<file path="src/rtl/ext_irq_pkg.sv">
// Shared definitions for the external interrupt controller.
// Holds the default source/priority/ID sizing and the FSM state encoding.
package ext_irq_pkg;

    localparam int unsigned DEF_NUM_SRC = 8;
    localparam int unsigned DEF_PRIO_W  = 3;
    localparam int unsigned DEF_ID_W    = 5;

    typedef enum logic [1:0] {
        IDLE    = 2'd0,
        NOTIFY  = 2'd1,
        SERVICE = 2'd2
    } irq_state_e;

endpackage

</file>
<file path="src/rtl/ext_irq_prio_tree.sv">
// Combinational max-priority reduction over eligible sources.
// Ports:
//   eligible   - per-source eligibility (pending, enabled, above threshold)
//   prio       - flattened priorities, source i at [i*PRIO_W +: PRIO_W]
//   winner_c   - ID of the highest-priority eligible source (lowest ID on ties)
//   any_elig_c - at least one source is eligible
module ext_irq_prio_tree
    import ext_irq_pkg::*;
#(
    parameter int unsigned NUM_SRC = DEF_NUM_SRC,
    parameter int unsigned PRIO_W  = DEF_PRIO_W,
    parameter int unsigned ID_W    = DEF_ID_W
) (
    input  logic [NUM_SRC-1:0]        eligible,
    input  logic [NUM_SRC*PRIO_W-1:0] prio,
    output logic [ID_W-1:0]           winner_c,
    output logic                      any_elig_c
);

    logic [PRIO_W-1:0] best_prio;

    // Ascending scan with strict '>' so an equal priority never displaces a lower ID.
    always_comb begin
        winner_c   = '0;
        any_elig_c = 1'b0;
        best_prio  = '0;
        for (int i = 0; i < int'(NUM_SRC); i++) begin
            if (eligible[i] && (!any_elig_c || (prio[i*PRIO_W +: PRIO_W] > best_prio))) begin
                winner_c   = ID_W'(i);
                best_prio  = prio[i*PRIO_W +: PRIO_W];
                any_elig_c = 1'b1;
            end
        end
    end

endmodule

</file>
<file path="src/rtl/ext_irq_ctrl.sv">
// External interrupt controller in front of the core's external_interrupt input.
// Gateways latch per-source requests, the priority tree picks a winner, and a
// small FSM runs the claim/complete handshake with the trap handler.
// Build option: define IRQ_EDGE_EN for edge-triggered gateways (default is level).
// Ports:
//   clk, rst            - clock, synchronous active-high reset
//   src_irq, src_en     - peripheral request lines and per-source enables
//   src_prio, threshold - flattened per-source priorities, notification threshold
//   claim_req           - handler claim pulse; claim_id/claim_vld return the result
//   cmpl_vld, cmpl_id   - handler completion pulse and the ID being completed
//   core_wfi            - core is waiting for interrupt
//   external_interrupt  - registered interrupt line to the core
//   core_wake           - registered wake request while in WFI
//   cmpl_err            - sticky flag for completions of IDs not in service
module ext_irq_ctrl
    import ext_irq_pkg::*;
#(
    parameter int unsigned NUM_SRC = DEF_NUM_SRC,
    parameter int unsigned PRIO_W  = DEF_PRIO_W,
    parameter int unsigned ID_W    = DEF_ID_W
) (
    input  logic                      clk,
    input  logic                      rst,
    input  logic [NUM_SRC-1:0]        src_irq,
    input  logic [NUM_SRC-1:0]        src_en,
    input  logic [NUM_SRC*PRIO_W-1:0] src_prio,
    input  logic [PRIO_W-1:0]         threshold,
    input  logic                      claim_req,
    output logic [ID_W-1:0]           claim_id,
    output logic                      claim_vld,
    input  logic                      cmpl_vld,
    input  logic [ID_W-1:0]           cmpl_id,
    input  logic                      core_wfi,
    output logic                      external_interrupt,
    output logic                      core_wake,
    output logic                      cmpl_err
);

    irq_state_e state, state_nxt;

    logic [NUM_SRC-1:0] pending;
    logic [NUM_SRC-1:0] in_service;
    logic [NUM_SRC-1:0] eligible;
    logic [NUM_SRC-1:0] claim_mask;
    logic [NUM_SRC-1:0] cmpl_mask;
    logic [NUM_SRC-1:0] pend_set;
    logic [ID_W-1:0]    winner;
    logic               any_elig;

    logic claim_fire_c;
    logic cmpl_ok_c;
    logic cmpl_bad_c;
    logic ext_irq_c;

    // Eligibility: pending, enabled and strictly above threshold.
    always_comb begin
        eligible = '0;
        for (int i = 0; i < int'(NUM_SRC); i++) begin
            eligible[i] = pending[i] & src_en[i] &
                          (src_prio[i*PRIO_W +: PRIO_W] > threshold);
        end
    end

    ext_irq_prio_tree #(
        .NUM_SRC (NUM_SRC),
        .PRIO_W  (PRIO_W),
        .ID_W    (ID_W)
    ) u_prio_tree (
        .eligible   (eligible),
        .prio       (src_prio),
        .winner_c   (winner),
        .any_elig_c (any_elig)
    );

    // One-hot views of the claimed winner and the completed (in-service) source.
    always_comb begin
        claim_mask = '0;
        cmpl_mask  = '0;
        for (int i = 0; i < int'(NUM_SRC); i++) begin
            claim_mask[i] = claim_fire_c && (winner == ID_W'(i));
            cmpl_mask[i]  = cmpl_ok_c && (claim_id == ID_W'(i));
        end
    end

`ifdef IRQ_EDGE_EN
    logic [NUM_SRC-1:0] src_irq_d;
    logic [NUM_SRC-1:0] edge_latch;
    logic [NUM_SRC-1:0] rise;

    assign rise = src_irq & ~src_irq_d;

    // An edge seen while in service (or on the completion cycle) is promoted at completion.
    assign pend_set = (rise & ~in_service) | (cmpl_mask & (edge_latch | rise));

    // Edge history and the one-deep latch for edges arriving during service.
    always_ff @(posedge clk) begin
        if (rst) begin
            src_irq_d  <= '0;
            edge_latch <= '0;
        end else begin
            src_irq_d  <= src_irq;
            edge_latch <= (edge_latch | (rise & in_service)) & ~cmpl_mask;
        end
    end
`else
    // Level gateway: the in_service check uses the pre-completion value, so a
    // source completed this cycle can only re-pend on the following cycle.
    assign pend_set = src_irq & ~pending & ~in_service;
`endif

    // Gateway state: pending moves to in_service on claim, in_service clears on completion.
    always_ff @(posedge clk) begin
        if (rst) begin
            pending    <= '0;
            in_service <= '0;
        end else begin
            pending    <= (pending & ~claim_mask) | pend_set;
            in_service <= (in_service & ~cmpl_mask) | claim_mask;
        end
    end

    // FSM state register.
    always_ff @(posedge clk) begin
        if (rst) begin
            state <= IDLE;
        end else begin
            state <= state_nxt;
        end
    end

    // FSM next-state logic.
    always_comb begin
        state_nxt = state;
        case (state)
            IDLE: begin
                if (any_elig) begin
                    state_nxt = NOTIFY;
                end
            end
            NOTIFY: begin
                if (!any_elig) begin
                    state_nxt = IDLE;
                end else if (claim_req) begin
                    state_nxt = SERVICE;
                end
            end
            SERVICE: begin
                if (cmpl_vld && (cmpl_id == claim_id)) begin
                    state_nxt = any_elig ? NOTIFY : IDLE;
                end
            end
            default: state_nxt = IDLE;
        endcase
    end

    // FSM decoded actions; every completion that is not a valid one is an error.
    always_comb begin
        claim_fire_c = (state == NOTIFY) && claim_req && any_elig;
        cmpl_ok_c    = (state == SERVICE) && cmpl_vld && (cmpl_id == claim_id);
        cmpl_bad_c   = cmpl_vld && !cmpl_ok_c;
        ext_irq_c    = (state == NOTIFY);
    end

    // Output registers.
    always_ff @(posedge clk) begin
        if (rst) begin
            claim_id           <= '0;
            claim_vld          <= 1'b0;
            cmpl_err           <= 1'b0;
            external_interrupt <= 1'b0;
            core_wake          <= 1'b0;
        end else begin
            if (claim_fire_c) begin
                claim_id <= winner;
            end
            claim_vld          <= claim_fire_c;
            cmpl_err           <= cmpl_err | cmpl_bad_c;
            external_interrupt <= ext_irq_c;
            core_wake          <= core_wfi & any_elig;
        end
    end

endmodule

</file>
<file path="config.mk">
export PLATFORM = sky130hd
export DESIGN_NAME = ext_irq_ctrl
export DESIGN_NICKNAME = d
export VERILOG_FILES = /design/src/rtl/ext_irq_pkg.sv /design/src/rtl/ext_irq_prio_tree.sv /design/src/rtl/ext_irq_ctrl.sv
export SDC_FILE = /design/constraint.sdc
export NUM_CORES = 1
export LEC_CHECK = 0
export BUFFER_PORTS_ARGS = -buffer_cell sky130_fd_sc_hd__buf_2
export CAP_MARGIN = 15
export CORE_ASPECT_RATIO = 0.5
export CORE_MARGIN = 2
export CORE_UTILIZATION = 49
export CTS_CLUSTER_DIAMETER = 150
export DETAILED_ROUTE_END_ITERATION = 16
export GPL_ROUTABILITY_DRIVEN = 0
export PLACE_DENSITY_LB_ADDON = 0.15
export SKIP_CTS_REPAIR_TIMING = 1
export SLEW_MARGIN = 15
export SYNTH_ARGS = -nofsm -noshare
export SYNTH_HDL_FRONTEND = slang
export SYNTH_SLANG_ARGS = --single-unit
</file>
<file path="constraint.sdc">
create_clock -name clk -period 29.7 [get_ports clk]
set_input_delay 4.455 -clock clk [delete_from_list [all_inputs] [get_ports clk]]
set_output_delay 4.455 -clock clk [all_outputs]
set_load 0.005 [all_outputs]
</file>
==> impl_metrics.ini, run 1 <==
[yosys]
synthArstFlopShare_pct = 0
synth_area_leader_cell = ha_1
ys_warn_count = 0
synth_top_area_share_pct = 21.7
synth_top_family_by_area = compound AO/OA/AOI/OAI gates
avgSynthCellArea_sq_um = 8.23
ys.flop_type = dfxtp_1
synthTopCellsByArea = ha_1 22%, dfxtp_1 19%, nor2b_1 4.1%
synth.distinct_cells = 56
ys_ff_latch = 25
synth-compound-area-share_pct = 30.6
synth_edf_count = 0
yosysSeqAreaShare_pct = 19.3
synthXorXnorAreaFrac_pct = 1.01
synthAdderAreaFrac_pct = 21.7
netlist_area_sq_mm = 0.00259
synth-simple-area-share_pct = 23.1
muxShareOfSynthArea_pct = 0.434
synthCells = 315

[routing]
detail_route.wl_per_cell_um = 15.7
vias = 2656
ant_nets = 0
drt_iter0_drc = 153
via_per_inst = 5.97
drtPass1Iterations = 4
post-route-drc-count = 0
postRouteWirelength_mm = 6.98

[clock_network]
htreeDepth = 1
cts_tree = built
clk_pin_slew_ns = 0.08
cts_root_buffer = clkbuf_8
numCtsBuffers = 3
clock_latency_ns = 0.26
clock_path_buffers = 2
cts_sinks = 25

[layout]
multi_input_area_sq_mm = 0.00200
mostFrequentLayoutCells = 59 x buf_2, 45 x ha_1, 27 x nor2_1
num-nets-final = 474
drive_above_1_share_pct = 22.9
regArea_sq_um = 500
diodes = 0
fill_cells = 458
design_area_sq_mm = 0.00300
area_growth_pct = 15.8
final_common_cell = buf_2

[pwr]
p_leak_nw = 1.38
ir_drop_mv = 0.0239
fin_total_pwr_mw = 0.0977
cellPowerDensity_mw_per_mm2 = 32.6

[sta]
fmaxAchievable_mhz = 61.1
fin_crit_sh_pct = 55.1
setup_viol = 0
slew_viol_final = 0
worst_pin_slew_ns = 0.714
rsz0062_at_grt = false
layout_min_cycle_time_ns = 16.37
relSlewSlack_pct = 51.8
finalHoldViolations = 0
timing.setup.tns_ns = 0
fin_worst_skew_ns = 0.00250
whs_ns = 0.471

[job]
drv_cap = 0

[critical_path]
ff2ff_path_depth = 52
critical-path-top-delay-family = compound AO/OA/AOI/OAI gates
worst_path_max_delay_cell = a31oi_1
cp_common_cell = ha_1
crit_fanout = 9
worstSetupPathDepth = 55
crit_path_start_kind = input port
critPathMaxStageDelay_ns = 0.44
cp.required_ns = 29.86
arrival_ns = 16.54
critPathKind = input port to flip-flop
crit_buf_inv = 2
cp-end-kind = flip-flop

[outcome]
status = finished clean

[placed_design]
port_buffers = 59
place_hpwl_mm = 5.83
place_area_sq_mm = 0.00296

[min_path]
hold_path_depth = 2
holdCritPathClass = flip-flop to flip-flop

[floorplanning]
num_rows = 18
ios = 62
die_h_um = 55.4
die_x_um = 107
initial_core_util_pct = 51.9
fp.dieArea_sq_mm = 0.00592
core-area_sq_mm = 0.00500

[grt]
antenna_found_initial = 0
grt_pass1_wl_mm = 11.6
grtUsageTotal_pct = 24.1
grt_max_degree = 18
grt_remaining_overflow = 0
grt_pass1_vias = 2560
## metal layers
layer  share of wire (%)  wire [um]  track usage [%]
met1                  48       3360             34.6
met2                  43       3020             38.2
met3                 8.2        569             4.84
met4                0.54         38             3.15
met5                   0          0                0
## logic make-up (layout without fill, tap and decap cells)
kind of cell / count (synthesis) / in the layout
other: 1 / 2
muxes: 1 / 1
AOI/OAI and AO/OA: 106 / 106
and+or+nand+nor: 110 / 110
buffers and inverters: 24 / 83
adders and majority gates: 45 / 45
xor gates and xnor gates: 3 / 3
DFF: 25 / 25
## cell usage after synthesis, types with 9 or more instances
cell type and instances:
ha_1 45, nor2_1 27, dfxtp_1 25, inv_1 20
o21ai_0 19, a21oi_1 17, nor2b_1 17, nand3_1 14
nand2_1 12, nor3_1 10, o21a_1 9
## registers in the layout, indices dropped and copies added (netlist names)
| register | cells |
|---|---|
| in_service | 8 |
| pending | 8 |
| claim_id | 3 |
| state | 2 |
| claim_vld | 1 |
| cmpl_err | 1 |
| core_wake | 1 |
| external_interrupt | 1 |
## power breakdown
| part | total [mW] | switching [mW] | internal [mW] |
|---|---|---|---|
| combinational | 0.0413 | 0.0227 | 0.0186 |
| clock | 0.0196 | 0.00999 | 0.00958 |
| sequential | 0.0369 | 0.00158 | 0.0353 |
| total | 0.0977 | 0.0343 | 0.0634 |
## layout make-up
| class | instances | area share, % |
|---|---|---|
| Multi-Input combinational cell | 267 | 66.6 |
| Tap cell | 70 | 2.92 |
| Inverter | 20 | 2.50 |
| Sequential cell | 25 | 16.7 |
| Clock buffer | 4 | 1.50 |
| Timing Repair Buffer | 59 | 9.84 |
## worst register-to-register path: cells and delay by family (launching register included)
kind            cells  cell delay, ns
fa+ha+maj           7            2.09
flops               1            0.39
simple gates       17            3.66
compound gates     28            5.41
## through the flow
stage	utilization, %	worst slack, ns	cells
after floorplan	-	14.70	316
after global placement	59.1	13.69	441
after detailed placement	59.1	13.22	441
after CTS	60.0	13.45	445
after global routing	60.0	12.50	445
final	60.0	13.33	445
## worst paths after layout
| check | slack [ns] | end | startpoint |
|---|---|---|---|
| setup / recovery | 13.33 | pending[3] | threshold[1] |
| hold / removal | 0.47 | cmpl_err | cmpl_err |
| setup reg to reg | 18.05 | pending[3] | pending[0] |
| hold reg to reg | 0.47 | cmpl_err | cmpl_err |
(Power assumes the default switching activity.)
==> inputs of run 2 (changes only) <==
- clock period: 29.7 -> 15.3 ns (I/O delays scaled with it)
==> impl_metrics.ini, run 2 (synthesized netlist as in run 1, its figures left out) <==
[critical_path]
crit_path_start_kind = input port
critPathMaxStageDelay_ns = 0.41
worstSetupPathDepth = 55
cp_common_cell = ha_1
critical-path-top-delay-family = compound AO/OA/AOI/OAI gates
ff2ff_path_depth = 52
crit_fanout = 9
arrival_ns = 14.38
crit_buf_inv = 2
critPathKind = input port to flip-flop
cp-end-kind = flip-flop
cp.required_ns = 15.46
worst_path_max_delay_cell = a31oi_1

[placed_design]
dpl_worst_slack_ns = 0.927
place_hpwl_mm = 5.63
port_buffers = 59
dpl.cell_count = 441
place_area_sq_mm = 0.00296

[clock_network]
clk_pin_slew_ns = 0.08
cts_root_buffer = clkbuf_8
htreeDepth = 1
clock_path_buffers = 2
numCtsBuffers = 3
clock_latency_ns = 0.26
cts_sinks = 25
cts_tree = built

[routing]
ant_nets = 0
wl_met2_mm = 2.91
detail_route.wl_per_cell_um = 15.0
wl_met3_um = 451
post-route-drc-count = 0
vias = 2640
postRouteWirelength_mm = 6.70
wl_met1_mm = 3.31
routed.top_layer = met4
drt_iter0_drc = 125
drtPass1Iterations = 4
via_per_inst = 5.93

[floorplanning]
die_x_um = 107
num_rows = 18
initial_core_util_pct = 51.9
core-area_sq_mm = 0.00500
fp.dieArea_sq_mm = 0.00592
die_h_um = 55.4
ios = 62

[grt]
grt_pass1_vias = 2379
grt_remaining_overflow = 0
antenna_found_initial = 0
grtUsageTotal_pct = 22.8
grt_max_degree = 18
grt_pass1_wl_mm = 11.1

[outcome]
status = finished clean

[layout]
diodes = 0
num-nets-final = 474
final_common_cell = buf_2
final-instance-count-excl-fill = 445
biggestRegsByFlops = in_service x8, pending x8, claim_id x3
drive_above_1_share_pct = 22.9
design_area_sq_mm = 0.00300
area_growth_pct = 15.8
mostFrequentLayoutCells = 59 x buf_2, 45 x ha_1, 27 x nor2_1

[sta]
finalHoldViolations = 0
setup_ws_ns = 1.08
timing.setup.tns_ns = 0
slew_viol_final = 0
whs_ns = 0.475
fmaxAchievable_mhz = 70.3
layout_min_cycle_time_ns = 14.22
relSlewSlack_pct = 58.0
rsz0062_at_grt = false
setup_viol = 0
fin_worst_skew_ns = 0.00392
worst_pin_slew_ns = 0.622
fin_crit_sh_pct = 93.0

[min_path]
holdCritPathClass = flip-flop to flip-flop
hold_path_depth = 2

[pwr]
p_leak_nw = 1.38
ir_drop_mv = 0.0346
cellPowerDensity_mw_per_mm2 = 63.0

[job]
drv_cap = 0
==> run 2: worst min-delay path, stage by stage (launching register included) <==
cell and delay, ns:
dfxtp_1 0.33, a21oi_1 0.04, nor2_1 0.07
==> run 2: cell type report <==
class                   count  area [sq um]
multi-input cells         267          2000
inverters                  20          75.1
well taps                  70          87.6
repair buffers             59           295
flip-flops and latches     25           500
fillers                   452          2000
clock buffers               4          45.0
==> run 2: final timing paths <==
| kind | from | endpoint | slack, ns |
|---|---|---|---|
| worst min-delay path | cmpl_err | cmpl_err | 0.48 |
| worst min register to register | cmpl_err | cmpl_err | 0.48 |
| worst max-delay path | threshold[2] | pending[3] | 1.08 |
| worst max register to register | pending[0] | pending[3] | 3.57 |
==> run 2: metrics by stage <==
step / power (mW) / util [%]
5_1_grt: 0.204 / 60.0
6_report: 0.189 / 60.0
4_1_cts: 0.189 / 60.0
2_1_floorplan: 0.127 / -
3_5_place_dp: 0.151 / 59.1
3_3_place_gp: 0.148 / 59.1
==> run 2: per-layer routing <==
layer  global-route usage [%]  up-vias
met5                        0        -
met4                     2.23        0
met3                     2.36        2
met2                     36.7       83
met1                     34.1     1239
li1                         -     1316
==> run 2: power breakdown <==
group	internal, mW	switching (mW)	total [mW]
Clock	0.0186	0.0194	0.0380
Combinational	0.0359	0.0437	0.0796
Sequential	0.0685	0.00313	0.0716
Total	0.123	0.0663	0.189
